===== src/rtl/cla10_share_arb.sv =====
// cla10_share_arb: round-robin arbiter/sequencer sharing one CLA10 adder between two requesters.
module cla10 (
  input  logic [9:0] a_i,
  input  logic [9:0] b_i,
  input  logic       cin_i,
  output logic [9:0] sum_o,
  output logic       cout_o
);
  logic [9:0] g;
  logic [9:0] p;
  logic [10:0] c;
  logic pp;
  assign g = a_i & b_i;
  assign p = a_i ^ b_i;
  // Every carry is a flat sum-of-products of generates, propagates and cin.
  always_comb begin
    c = '0;
    pp = 1'b0;
    c[0] = cin_i;
    for (int i = 0; i < 10; i++) begin
      c[i+1] = g[i];
      pp = p[i];
      for (int j = i - 1; j >= 0; j--) begin
        c[i+1] = c[i+1] | (pp & g[j]);
        pp = pp & p[j];
      end
      c[i+1] = c[i+1] | (pp & cin_i);
    end
  end
  assign sum_o = p ^ c[9:0];
  assign cout_o = c[10];
endmodule

module cla10_share_arb #(
  parameter int WIDTH = 10
) (
  input  logic             clk,
  input  logic             rst,
  input  logic             req0_valid,
  output logic             req0_ready,
  input  logic [WIDTH-1:0] req0_a,
  input  logic [WIDTH-1:0] req0_b,
  input  logic             req0_cin,
  input  logic             req1_valid,
  output logic             req1_ready,
  input  logic [WIDTH-1:0] req1_a,
  input  logic [WIDTH-1:0] req1_b,
  input  logic             req1_cin,
  output logic             rsp0_valid,
  input  logic             rsp0_ready,
  output logic [WIDTH-1:0] rsp0_sum,
  output logic             rsp0_cout,
  output logic             rsp1_valid,
  input  logic             rsp1_ready,
  output logic [WIDTH-1:0] rsp1_sum,
  output logic             rsp1_cout,
  output logic             busy,
  output logic             last_grant
);
  if (WIDTH != 10) begin : g_width_err
    $error("cla10_share_arb: WIDTH must be 10");
  end
  typedef enum logic [1:0] {IDLE, ADD, RESP} state_t;
  state_t state_q, state_d;
  logic ptr_q, last_grant_q, id_q, cin_q, cout_q;
  logic [WIDTH-1:0] a_q, b_q, sum_q;
  logic [WIDTH-1:0] add_sum;
  logic add_cout, win, hs, rsp_take;
  cla10 u_cla10 (
    .a_i   (a_q),
    .b_i   (b_q),
    .cin_i (cin_q),
    .sum_o (add_sum),
    .cout_o(add_cout)
  );
  // ptr only matters when both are valid; a lone requester always wins.
  assign win = (req0_valid & req1_valid) ? ptr_q : req1_valid;
  assign hs = !rst && state_q == IDLE && (req0_valid | req1_valid);
  assign req0_ready = hs & !win;
  assign req1_ready = hs & win;
  assign rsp_take = id_q ? rsp1_ready : rsp0_ready;
  always_ff @(posedge clk) begin
    if (rst) state_q <= IDLE;
    else state_q <= state_d;
  end
  always_comb begin
    state_d = (state_q == IDLE) ? (hs ? ADD : IDLE) :
              (state_q == ADD) ? RESP :
              (state_q == RESP && !rsp_take) ? RESP : IDLE;
  end
  always_comb begin
    busy = state_q != IDLE;
    rsp0_valid = state_q == RESP && !id_q;
    rsp1_valid = state_q == RESP && id_q;
  end
  always_ff @(posedge clk) begin
    if (rst) begin
      ptr_q <= 1'b0;
      last_grant_q <= 1'b0;
      id_q <= 1'b0;
      a_q <= '0;
      b_q <= '0;
      cin_q <= 1'b0;
      sum_q <= '0;
      cout_q <= 1'b0;
    end else begin
      if (hs) begin
        a_q <= win ? req1_a : req0_a;
        b_q <= win ? req1_b : req0_b;
        cin_q <= win ? req1_cin : req0_cin;
        id_q <= win;
        ptr_q <= !win;
        last_grant_q <= win;
      end
      if (state_q == ADD) begin
        sum_q <= add_sum;
        cout_q <= add_cout;
      end
    end
  end
  assign last_grant = last_grant_q;
  assign rsp0_sum = sum_q;
  assign rsp1_sum = sum_q;
  assign rsp0_cout = cout_q;
  assign rsp1_cout = cout_q;
endmodule


===== config.mk =====
export PLATFORM = sky130hd
export DESIGN_NAME = cla10_share_arb
export DESIGN_NICKNAME = d
export VERILOG_FILES = /design/src/rtl/cla10_share_arb.sv
export SDC_FILE = /design/constraint.sdc
export NUM_CORES = 1
export LEC_CHECK = 0
export ABC_AREA = 0
export BUFFER_PORTS_ARGS = -buffer_cell sky130_fd_sc_hd__buf_2
export CAP_MARGIN = 0
export CORE_UTILIZATION = 52
export CTS_CLUSTER_SIZE = 30
export DETAILED_ROUTE_END_ITERATION = 8
export PLACE_DENSITY = 0.91
export SLEW_MARGIN = 5
export SYNTH_ARGS = -nofsm -noshare
export SYNTH_HDL_FRONTEND = slang
export SYNTH_HIERARCHICAL = 1
export SYNTH_SLANG_ARGS = --single-unit

===== constraint.sdc =====
create_clock -name clk -period 5.1 [get_ports clk]
set_input_delay 0.51 -clock clk [delete_from_list [all_inputs] [get_ports clk]]
set_output_delay 0.51 -clock clk [all_outputs]
set_load 0.01 [all_outputs]

; ---- Yosys cells after proc, flatten, opt, wreduce, memory -nomap -nowiden
; Index checks and enable logic that the tools add are counted.
[classes]
reduce_logical = 11
n_bitwise = 162
n_eq_ne = 2
n_mux = 9
[op_table]
columns = op, n
row1 = 1-bit AND, 103
row2 = 1-bit bitwise OR, 56
row3 = 10-bit two-way mux, 2
row4 = 10-bit bitwise XOR, 2
row5 = 10-bit AND, 1
row6 = 2-bit two-way mux, 3
row7 = 1-bit logical AND, 5
row8 = 1-bit logical NOT, 4
row9 = 1-bit two-way mux, 4
row10 = "2-bit by 1-bit equality test with 1-bit output, second input constant", 1
row11 = "2-bit equality test, second input constant", 1
row12 = 2-bit logical NOT, 1
row13 = 2-bit nonzero test, 1
[totals]
output_inout_bits = 28
inputBits = 48
register_bits = 36

; ---- Longest topological paths before layout
[depth]
word_depth = 12
depth_mapped = 8

; ---- Hierarchy
; Netlist, hierarchy kept.
[by_module_without_submodules]
columns = mod, cells_per_inst, instances, area_per_inst_um2, seq_area_each_um2
row1 = cla10_share_arb, 169, 1, 1552.7, 720.7
row2 = cla10, 52, 1, 415.4, 0.0

; ---- Worst setup path after synthesis
; OpenSTA, ideal clock, no wires.
[synth_timing]
path_type = reg2reg
startpoint = reg a_q[1]
endpoint = reg sum_q[8] (netlist: rsp0_sum[8])
stages_incl_launch_ff = 9
t_required_ps = 5030
n_path_buf = 0
setup_ps = 70
slack_ps = 2874
arrival_ps = 2156
period_less_slack_ps = 2226
cell_sequence = dfxtp_1 > ha_1 > and3_1 > a22o_1 > a311o_1 > or4b_1 > nand4b_1 > nand2_1 > a21oi_1
[synth_between]
elab_chain_cells = 6
word_cells_on_any_way = 11
classes_between = 11 x bitwise
[synth_rtl]
columns = item, line_no
row1 = start: declaration, 66  ; logic [WIDTH-1:0] a_q, b_q, sum_q;
row2 = start signal: assignment, 108  ; a_q <= win ? req1_a : req0_a;
row3 = 10-bit AND or 10-bit bitwise XOR (tied branches), "13, 14"
row4 = "1-bit AND, on equally long branches", "24, 25"
row5 = 1-bit bitwise OR (tied with other cells), 24  ; c[i+1] = c[i+1] | (pp & g[j]);
row6 = 1-bit bitwise OR or 1-bit AND (tied branches), "24, 27"
row7 = 1-bit bitwise OR *, 27  ; c[i+1] = c[i+1] | (pp & cin_i);
row8 = 10-bit bitwise XOR *, 30  ; assign sum_o = p ^ c[9:0];
row9 = net add_sum[8], 67  ; logic [WIDTH-1:0] add_sum;
row10 = end signal: assignment, 116  ; sum_q <= add_sum;
row11 = end: declaration, 66
; The timed path passes the listed nets; every way through them passes the cells marked *.
; A chain may end at the register's enable or synchronous reset.

; ---- Worst setup path in the final report
; Same ends and word-level chain as after synthesis.

==> impl_metrics.ini <==
[outcome]
status = completed

[critical_path]
cp_max_fo = 5
cp-startpoint = a_q[1]
worstPathRequired_ps = 5320
startpoint_type = register
r2r_start = a_q[1]
end_kind = register
critical_path_arrival_ps = 2690
worstSetupPathType = reg -> reg

[global_routing]
grt_antenna_before_repair = 0
grt_pass1_vias = 1626
gr-total-overflow = 0
grtUsageTotal = 0.2339
grt_max_degree = 29
grt_pass1_wl_um = 7417

[clock_network]
tritoncts = done
path_clk_slew_ps = 70
h-tree-depth = 2
cts_buffers = 5
clock_latency_ps = 290
ctsRootBufferMaster = clkbuf_8
postCtsSetupRepairBufs = 0
cts_max_path_buffers = 2
cts_num_sinks = 36
ctsResizeCount = 0
postCtsHoldBufs = 0

[timing]
slew_viol_final = 0
rsz0062_at_grt = false
finalSetupTns_ps = 0
clock_skew_ps = 6.331
tightest_slew_ps = 725.2
fmax_mhz = 405.7
min_period_over_period = 0.4833
maxSlewHeadroom = 0.5137
setup_violations = 0
hold_viol = 0
layout_min_cycle_time_ps = 2465

[synth]
ys_seq_area_frac = 0.3662
synth_area_per_cell_um2 = 8.906
ys_top_cells_by_area = dfxtp_1, a221o_1, ha_1
synth_nets = 281
synth_edf_count = 0
yosysMostFrequentCell = dfxtp_1
yosysWarnings = 6
syn-cell-area_mm2 = 0.001968
synth_top_area_share = 0.3662
synth_seq_cells = 36
ys_async_sr_fraction = 0
synthTopCellsByCount = dfxtp_1, nand2_1, and3_1, a21oi_1, a221o_1
synth_cell_types = 40
synth.largest_area_cell = dfxtp_1
synthCells = 221
synth_flop_cell = dfxtp_1

[cells_and_area]
diodes = 0
drive_above_1_share = 0.3132
syn_to_final_growth_pct = 18.63
final_net_count = 340
fillCellCount = 289
final_area_mm2 = 0.002335

[floorplan]
die_area_mm2 = 0.004035
dieHeight_um = 63.52
start_util = 0.5675
core_area_mm2 = 0.003468
std_cell_rows = 21
ios = 76
dieWidth_um = 63.52

[route]
post-route-drc-count = 0
wire_per_inst_um = 13.29
drt_first_pass_iters = 4
via_count = 1836
wirelength_um = 4346
antenna_left = 0
initialDrtViolationCount = 120
vias_per_cell = 5.615

[power]
p_seq_frac = 0.475
swShare = 0.3068
leakage_uw = 0.001174
comb_power_share = 0.239
pwr-share-clk = 0.286
peakVddDrop_v = 0.0001879
p_int_uw = 478.3
fin_total_pwr_uw = 689.9
power_density_mw_per_mm2 = 295.5
switchingPower_uw = 211.7

[placed_design]
gp_congestion = 0.8354
placed_cell_area_mm2 = 0.002243
io_buffers = 75
dp_hpwl_um = 3350

[run]
maxCapViolCount = 0

[worst_hold_path]
hold_path.class = in -> reg
hp-start = req1_a[0]
-- final cells by class --
cell class              count  area (um2)  area share
well taps                  46       57.56     0.02465
clock inverters             3       18.77    0.008039
clock buffers               5       68.82     0.02947
inverters                   7       26.28     0.01125
repair buffers             76       382.9      0.1640
multi-input cells         154        1060      0.4539
flip-flops and latches     36       720.7      0.3087
-- critical path: stages (launching register included) --
cell and delay [ps]:
dfxtp_1 320, ha_1 350, and3_1 210, a22o_1 270, a311o_1 450, or4b_1 510
nand4b_1 100, nand2_1 50, a21oi_1 130
-- metal layers --
layer,part of all wire,vias to the layer above,track usage
met5,0,-,0
met4,0.017,0,0.1136
met3,0.061,8,0.03623
met2,0.48,76,0.3936
met1,0.44,830,0.2876
li1,-,922,-
-- per-stage QoR --
step	worst slack (ps)	cells	utilization	hold slack, ps
detailed placement	2587	319	0.6468	457.2
CTS	2586	327	0.6721	436.2
floorplan	2874	221	-	458.9
global route	2567	327	0.6732	441.7
finish	2635	327	0.6732	440.6
global placement	2613	319	0.6468	451.9
-- cells in the final DEF (no fill, tap or decap), types with 5 or more instances in the layout --
cell	Yosys	final
a21oi_1	17	17
a221o_1	16	16
a31oi_1	7	7
and3_1	18	18
buf_2	3	75
clkbuf_8	0	5
dfxtp_1	36	36
ha_1	11	11
inv_1	7	7
nand2_1	24	24
nand3_1	6	6
nand4_1	6	6
nor2_1	5	5
o21ai_0	7	7
-- cells by family (layout without fill, tap and decap cells) --
| group | after synthesis | count (layout) | synth area share |
|---|---|---|---|
| xor+xnor | 6 | 6 | 0.02670 |
| fa+ha+maj | 12 | 12 | 0.08010 |
| simple gates | 79 | 79 | 0.2225 |
| compound gates | 56 | 56 | 0.2022 |
| mux | 1 | 1 | 0.005086 |
| buf+inv | 31 | 91 | 0.09726 |
| flops | 36 | 36 | 0.3662 |
-- power groups by stage --
stage / clock network (uW) / registers (uW) / logic [uW]
floorplan: 0 / 331 / 121
global placement: 0 / 332 / 159
detailed placement: 0 / 334 / 163
CTS: 203 / 328 / 164
global route: 216 / 332 / 183
finish: 197 / 328 / 165
-- final timing paths --
check | endpoint | slack, ps | depth (start not counted)
worst max-delay path | rsp0_sum[8] | 2630 | 8
worst min-delay path | a_q[0] | 440 | 2
worst max register to register | rsp0_sum[8] | 2630 | 8
worst min register to register | rsp0_sum[6] | 460 | 2
-- flip-flops by register name, summed over array words and instances, names as in the netlist --
| signal | flops |
|---|---|
| rsp0_sum | 10 |
| ptr_q | 1 |
| b_q | 10 |
| state_q | 2 |
| a_q | 10 |
| rsp0_cout | 1 |
| cin_q | 1 |
| id_q | 1 |
(Power assumes the default switching activity.)
